$ cat src/rtl/frame_buf_pkg.sv
// Shared constants and writer state type for the frame buffer controller.
package frame_buf_pkg;
  localparam int WIN_W_DEF = 128;
  localparam int WIN_H_DEF = 128;
  localparam int ADDR_W    = 14;
  localparam int PIX_W     = 12;
  localparam int COORD_W   = 10;

  typedef enum logic [1:0] {
    ST_IDLE    = 2'd0,
    ST_CAPTURE = 2'd1,
    ST_DONE    = 2'd2
  } wr_state_t;
endpackage

$ cat src/rtl/frame_buf_addr.sv
// Window membership test and {y[6:0],x[6:0]} VRAM address pack; shared by writer and reader.
module frame_buf_addr import frame_buf_pkg::*; #(
  parameter int WIN_W = WIN_W_DEF,
  parameter int WIN_H = WIN_H_DEF
) (
  input  logic [COORD_W-1:0] x,
  input  logic [COORD_W-1:0] y,
  output logic               in_win,
  output logic [ADDR_W-1:0]  addr
);
  assign in_win = (int'(x) < WIN_W) && (int'(y) < WIN_H);
  assign addr   = {y[6:0], x[6:0]};
endmodule

$ cat src/rtl/frame_buf_ctrl.sv
// Camera-to-VRAM frame buffer controller with VGA read addressing.
// FRAME_BUF_DOUBLE_EN selects ping-pong banks; otherwise a single bank 0 is used.
//   state      | meaning
//   ST_IDLE    | waiting for camera vsync rising edge
//   ST_CAPTURE | writing in-window pixels to the back bank
//   ST_DONE    | back bank full, waiting for VGA frame end to swap
module frame_buf_ctrl import frame_buf_pkg::*; #(
  parameter int WIN_W    = WIN_W_DEF,
  parameter int WIN_H    = WIN_H_DEF,
  parameter int RD_X_OFS = 7
) (
  input  logic               m_clock,
  input  logic               p_reset,
  input  logic [COORD_W-1:0] cam_x,
  input  logic [COORD_W-1:0] cam_y,
  input  logic               cam_valid,
  input  logic [3:0]         cam_r,
  input  logic [3:0]         cam_g,
  input  logic [3:0]         cam_b,
  input  logic               cam_vsync,
  input  logic [COORD_W-1:0] vga_x,
  input  logic [COORD_W-1:0] vga_y,
  input  logic               vga_frame_end,
  output logic               wr_en,
  output logic               wr_bank,
  output logic [ADDR_W-1:0]  wr_addr,
  output logic [PIX_W-1:0]   wr_data,
  output logic [ADDR_W-1:0]  rd_addr,
  output logic               rd_bank,
  output logic               rd_valid,
  output logic [7:0]         frame_cnt,
  output logic [7:0]         drop_cnt
);
  localparam logic [COORD_W-1:0] LAST_X = COORD_W'(WIN_W - 1);
  localparam logic [COORD_W-1:0] LAST_Y = COORD_W'(WIN_H - 1);

  wr_state_t          state, state_nx;
  logic               vsync_q, vs_rise;
  logic               wr_in_win, wr_hit, last_pix;
  logic [ADDR_W-1:0]  wr_addr_c, rd_addr_c;
  logic [COORD_W-1:0] rx;
  logic               rd_in_win, rd_win_q;
  logic               frame_inc, drop_inc, swap;

  assign vs_rise = cam_vsync & ~vsync_q;
  assign rx      = vga_x - COORD_W'(RD_X_OFS);

  frame_buf_addr #(.WIN_W(WIN_W), .WIN_H(WIN_H)) u_wr_addr (
    .x(cam_x), .y(cam_y), .in_win(wr_in_win), .addr(wr_addr_c)
  );

  frame_buf_addr #(.WIN_W(WIN_W), .WIN_H(WIN_H)) u_rd_addr (
    .x(rx), .y(vga_y), .in_win(rd_in_win), .addr(rd_addr_c)
  );

  assign wr_hit   = (state == ST_CAPTURE) && cam_valid && wr_in_win;
  assign last_pix = wr_hit && (cam_x == LAST_X) && (cam_y == LAST_Y);

  always_ff @(posedge m_clock or negedge p_reset) begin
    if (!p_reset) begin
      state   <= ST_IDLE;
      vsync_q <= 1'b0;
    end else begin
      state   <= state_nx;
      vsync_q <= cam_vsync;
    end
  end

  // A new vsync edge outranks completion: the frame is restarted, not counted.
  always_comb begin
    state_nx  = state;
    frame_inc = 1'b0;
    drop_inc  = 1'b0;
    swap      = 1'b0;
    case (state)
      ST_IDLE: begin
        if (vs_rise) state_nx = ST_CAPTURE;
      end
      ST_CAPTURE: begin
        if (vs_rise) begin
          drop_inc = 1'b1;
        end else if (last_pix) begin
          frame_inc = 1'b1;
`ifdef FRAME_BUF_DOUBLE_EN
          state_nx  = ST_DONE;
`else
          state_nx  = ST_IDLE;
`endif
        end
      end
      ST_DONE: begin
        if (vga_frame_end) begin
          swap     = 1'b1;
          state_nx = vs_rise ? ST_CAPTURE : ST_IDLE;
        end else if (vs_rise) begin
          drop_inc = 1'b1;
          state_nx = ST_CAPTURE;
        end
      end
      default: state_nx = ST_IDLE;
    endcase
  end

  always_ff @(posedge m_clock or negedge p_reset) begin
    if (!p_reset) begin
      wr_en   <= 1'b0;
      wr_addr <= '0;
      wr_data <= '0;
    end else begin
      wr_en <= wr_hit;
      if (wr_hit) begin
        wr_addr <= wr_addr_c;
        wr_data <= {cam_r, cam_g, cam_b};
      end
    end
  end

  always_ff @(posedge m_clock or negedge p_reset) begin
    if (!p_reset) begin
      frame_cnt <= 8'd0;
      drop_cnt  <= 8'd0;
    end else begin
      if (frame_inc) frame_cnt <= frame_cnt + 8'd1;
      if (drop_inc && (drop_cnt != 8'hFF)) drop_cnt <= drop_cnt + 8'd1;
    end
  end

  // Valid trails the address by one extra cycle to line up with VRAM q.
  always_ff @(posedge m_clock or negedge p_reset) begin
    if (!p_reset) begin
      rd_addr  <= '0;
      rd_win_q <= 1'b0;
      rd_valid <= 1'b0;
    end else begin
      rd_addr  <= rd_addr_c;
      rd_win_q <= rd_in_win;
      rd_valid <= rd_win_q;
    end
  end

`ifdef FRAME_BUF_DOUBLE_EN
  always_ff @(posedge m_clock or negedge p_reset) begin
    if (!p_reset) begin
      wr_bank <= 1'b1;
      rd_bank <= 1'b0;
    end else if (swap) begin
      rd_bank <= wr_bank;
      wr_bank <= ~wr_bank;
    end
  end
`else
  logic unused_swap;
  assign unused_swap = swap;
  assign wr_bank     = 1'b0;
  assign rd_bank     = 1'b0;
`endif
endmodule
$ cat config.mk
export PLATFORM = sky130hd
export DESIGN_NAME = frame_buf_ctrl
export DESIGN_NICKNAME = d
export VERILOG_FILES = /design/src/rtl/frame_buf_pkg.sv /design/src/rtl/frame_buf_addr.sv /design/src/rtl/frame_buf_ctrl.sv
export SDC_FILE = /design/constraint.sdc
export NUM_CORES = 1
export LEC_CHECK = 0
export ABC_CLOCK_PERIOD_IN_PS = 3100
export CAP_MARGIN = 10
export CORE_MARGIN = 2
export CORE_UTILIZATION = 41
export CTS_BUF_LIST = sky130_fd_sc_hd__clkbuf_4 sky130_fd_sc_hd__clkbuf_8 sky130_fd_sc_hd__clkbuf_16
export CTS_CLUSTER_DIAMETER = 50
export DETAILED_ROUTE_END_ITERATION = 6
export PLACE_DENSITY = 0.8
export SYNTH_ARGS = -nofsm -noshare
export SYNTH_HDL_FRONTEND = slang
export SYNTH_SLANG_ARGS = --single-unit
$ cat constraint.sdc
create_clock -name m_clock -period 3.1 [get_ports m_clock]
set_input_delay 0.465 -clock m_clock [delete_from_list [all_inputs] [get_ports m_clock]]
set_output_delay 0.465 -clock m_clock [all_outputs]
set_load 0.01 [all_outputs]
==> results.py <==
metrics = {
    "synthesis": {
        "synth_most_common_cell": "nand2_1",
        "synth.area.top_cells": "dfrtp_1 62%, nand2_1 13%, xnor2_1 3.9%",
        "async_reset_ff_frac": 1.00,
        "yosysUniqueCellTypes": 33,
        "netlist_area_um2": 2490,
        "synth_edf_count": 0,
        "yosysWarnings": 0,
        "synth_top_cell_area_share": 0.623,
        "ys_seq_area_frac": 0.623,
        "synth_top_area_cell": "dfrtp_1",
        "synth_top_flop_cell": "dfrtp_1",
        "syn_area_per_cell_um2": 10.7,
        "synth_commonest_cells": "84 x nand2_1, 62 x dfrtp_1, 11 x xnor2_1",
        "ys_ff_latch": 62,
        "synthCells": 232,
    },
    "placement": {
        "gp_congestion": 0.750,
        "hpwl_um": 4300,
        "port_buffers": 114,
        "post-place-ws_ns": 0.193,
        "dpl_cell_area_um2": 3720,
    },
    "setup_path": {
        "worstPathArrival_ns": 2.77,
        "slowest_delay_ns": 0.55,
        "slowest_stage": "or4_1",
        "cp_max_fo": 10,
        "r2r_cells": 7,
        "required_ns": 3.32,
        "path_depth": 6,
        "path_cells": "clkdlybuf4s50_1 > or4_1 > or4_1 > nor4_4 > buf_4 > mux2_2",
        "crit_type": "in2reg",
        "path_delay_family": "simple AND/OR/NAND/NOR gates",
        "end_kind": "register",
        "start_kind": "input port",
        "cp_num_buf_inv": 2,
        "cp_common_cell": "or4_1",
    },
    "power_and_ir_drop": {
        "pwr_density_cell_nw_per_um2": 544,
        "p_leak_nw": 1.85,
        "ir_worst_vdd_uv": 430,
    },
    "sta": {
        "timing.fmax_mhz": 392,
        "max_slew_margin": 0.640,
        "timing.final.max_slew_violations": 0,
        "clock_skew_ns": 0.00895,
        "grt_setup_unrepaired": "false",
        "setup_slack_ns": 0.547,
        "hold_viol": 0,
        "tns_ns": 0,
        "period_needed_ns": 2.55,
        "setup-violations-final": 0,
        "fin_crit_sh": 0.824,
        "tightest_slew_ns": 0.526,
        "hold_ws_ns": 0.0503,
    },
    "job": {
        "drv_cap": 0,
    },
    "clock_network": {
        "clk_latency_ns": 0.33,
        "cts_max_level": 3,
        "post_cts_resized": 0,
        "post_cts_buffers": 0,
        "ctsHoldBuffers": 0,
        "cts.reportedPaths.clkPinSlew_ns": 0.07,
        "clock-sinks": 62,
        "cts_buffer_depth": 2,
        "cts_buffers": 9,
        "cts_tree": "done",
        "clock-root-buffer": "clkbuf_8",
    },
    "die": {
        "rows": 28,
        "dieArea_um2": 6720,
        "die_y_um": 82.0,
        "die_w_um": 82.0,
        "io_pins": 117,
        "start_util": 0.423,
        "placeableCoreArea_um2": 5890,
    },
    "routing": {
        "wl_um": 5710,
        "wl_per_cell_um": 13.2,
        "detail_route.iter0.violations": 44,
        "first_pass_iters": 5,
        "drt-vias-per-instance": 4.75,
        "via_count": 2062,
        "drcViolationCount": 0,
        "final_antenna_net_count": 0,
    },
    "global_routing": {
        "overflow": 0,
        "grt_usage": 0.180,
        "antenna_found_initial": 0,
        "grt_max_degree": 46,
        "first_global_vias": 2062,
        "grt_pass1_wl_um": 8980,
    },
    "final_layout": {
        "drive_gt1_frac": 0.0669,
        "diodes": 0,
        "finalCoreUtilization": 0.670,
        "fin_area_um2": 3950,
        "fin_nets": 417,
        "syn_to_final_growth_pct": 58.4,
    },
    "run_status": {
        "status": "finished clean",
    },
    "hold_path": {
        "hold_class": "in2async",
    },
}
## metrics by stage
| stage | instances | total power, mW |
|---|---|---|
| after floorplan | 233 | 1.11 |
| after detailed placement | 418 | 1.38 |
| after global routing | 434 | 2.27 |
| final | 434 | 2.15 |
| after CTS | 434 | 2.18 |
| after global placement | 418 | 1.37 |
## state kept, by name, summed over array words and instances, names as in the netlist
signal     count
wr_data       12
drop_cnt       8
wr_en          1
state          2
wr_addr       14
rd_addr       14
rd_valid       1
vsync_q        1
frame_cnt      8
rd_win_q       1
## layout make-up
type                    count  area [µm²]
clock buffers              12         153
repair buffers            118        1180
clock inverters             4        70.1
flip-flops and latches     62        1550
inverters                   6        22.5
multi-input cells         157         876
well taps                  75        93.8
fillers                   485        1940
## report_power, final
group / switching, mW / total (mW) / internal (mW)
registers: 0.0516 / 0.942 / 0.890
clock network: 0.293 / 0.783 / 0.490
logic: 0.174 / 0.422 / 0.249
## worst paths after layout
check / start / slack, ns / endpoint
setup / recovery: cam_x[7] / 0.55 / frame_cnt[1]
hold / removal: p_reset / 0.05 / wr_data[10]
setup reg to reg: state[1] / 0.90 / frame_cnt[1]
hold reg to reg: rd_win_q / 0.36 / rd_valid
max in group asynchronous: p_reset / 2.17 / drop_cnt[7]
min in group m_clock: rd_win_q / 0.36 / rd_valid
## cells by family (layout without fill, tap and decap cells)
logic type,Yosys count,count (layout),synth area share
AND/OR/NAND/NOR,118,118,0.214
other,1,2,0.00151
buffers and inverters,14,140,0.0271
flip-flops,62,62,0.623
multiplexers,2,2,0.00904
XOR/XNOR,19,19,0.0668
adder cells (fa/ha/maj),6,6,0.0301
AO/OA/AOI/OAI,10,10,0.0286
## layer usage
layer | vias up | share of wire | global-route usage
met5 | - | 0 | 0
met4 | 0 | 0.011 | 0.0917
met3 | 7 | 0.080 | 0.0527
met2 | 81 | 0.51 | 0.314
met1 | 972 | 0.40 | 0.199
li1 | 1002 | - | -
## cell usage in the layout (no fill, tap or decap)
| cell type | count |
|---|---|
| nand4_1 | 9 |
| xnor2_1 | 11 |
| xor2_1 | 8 |
| nor2b_1 | 1 |
| a2111oi_0 | 1 |
| nor2_1 | 6 |
| bufinv_16 | 2 |
| clkbuf_8 | 10 |
| o21a_1 | 1 |
| or4_1 | 4 |
| clkinv_2 | 2 |
| mux2_2 | 2 |
| and4_1 | 1 |
| and3_1 | 4 |
| nor4_4 | 1 |
| and3b_1 | 1 |
| nand3_1 | 3 |
| nand3b_1 | 1 |
| ha_1 | 6 |
| o31ai_1 | 1 |
| clkinv_1 | 1 |
| nand2b_1 | 1 |
| o221ai_1 | 1 |
| buf_12 | 1 |
| o22ai_1 | 1 |
| dfrtp_1 | 62 |
| clkbuf_4 | 2 |
| buf_4 | 3 |
| inv_1 | 5 |
| o21ai_0 | 1 |
| conb_1 | 2 |
| buf_2 | 1 |
| clkdlybuf4s50_1 | 113 |
| a21oi_1 | 2 |
| o32ai_1 | 2 |
| nand2_1 | 84 |
| nor3_1 | 2 |
Note: power is estimated with default switching activity, not from simulation.
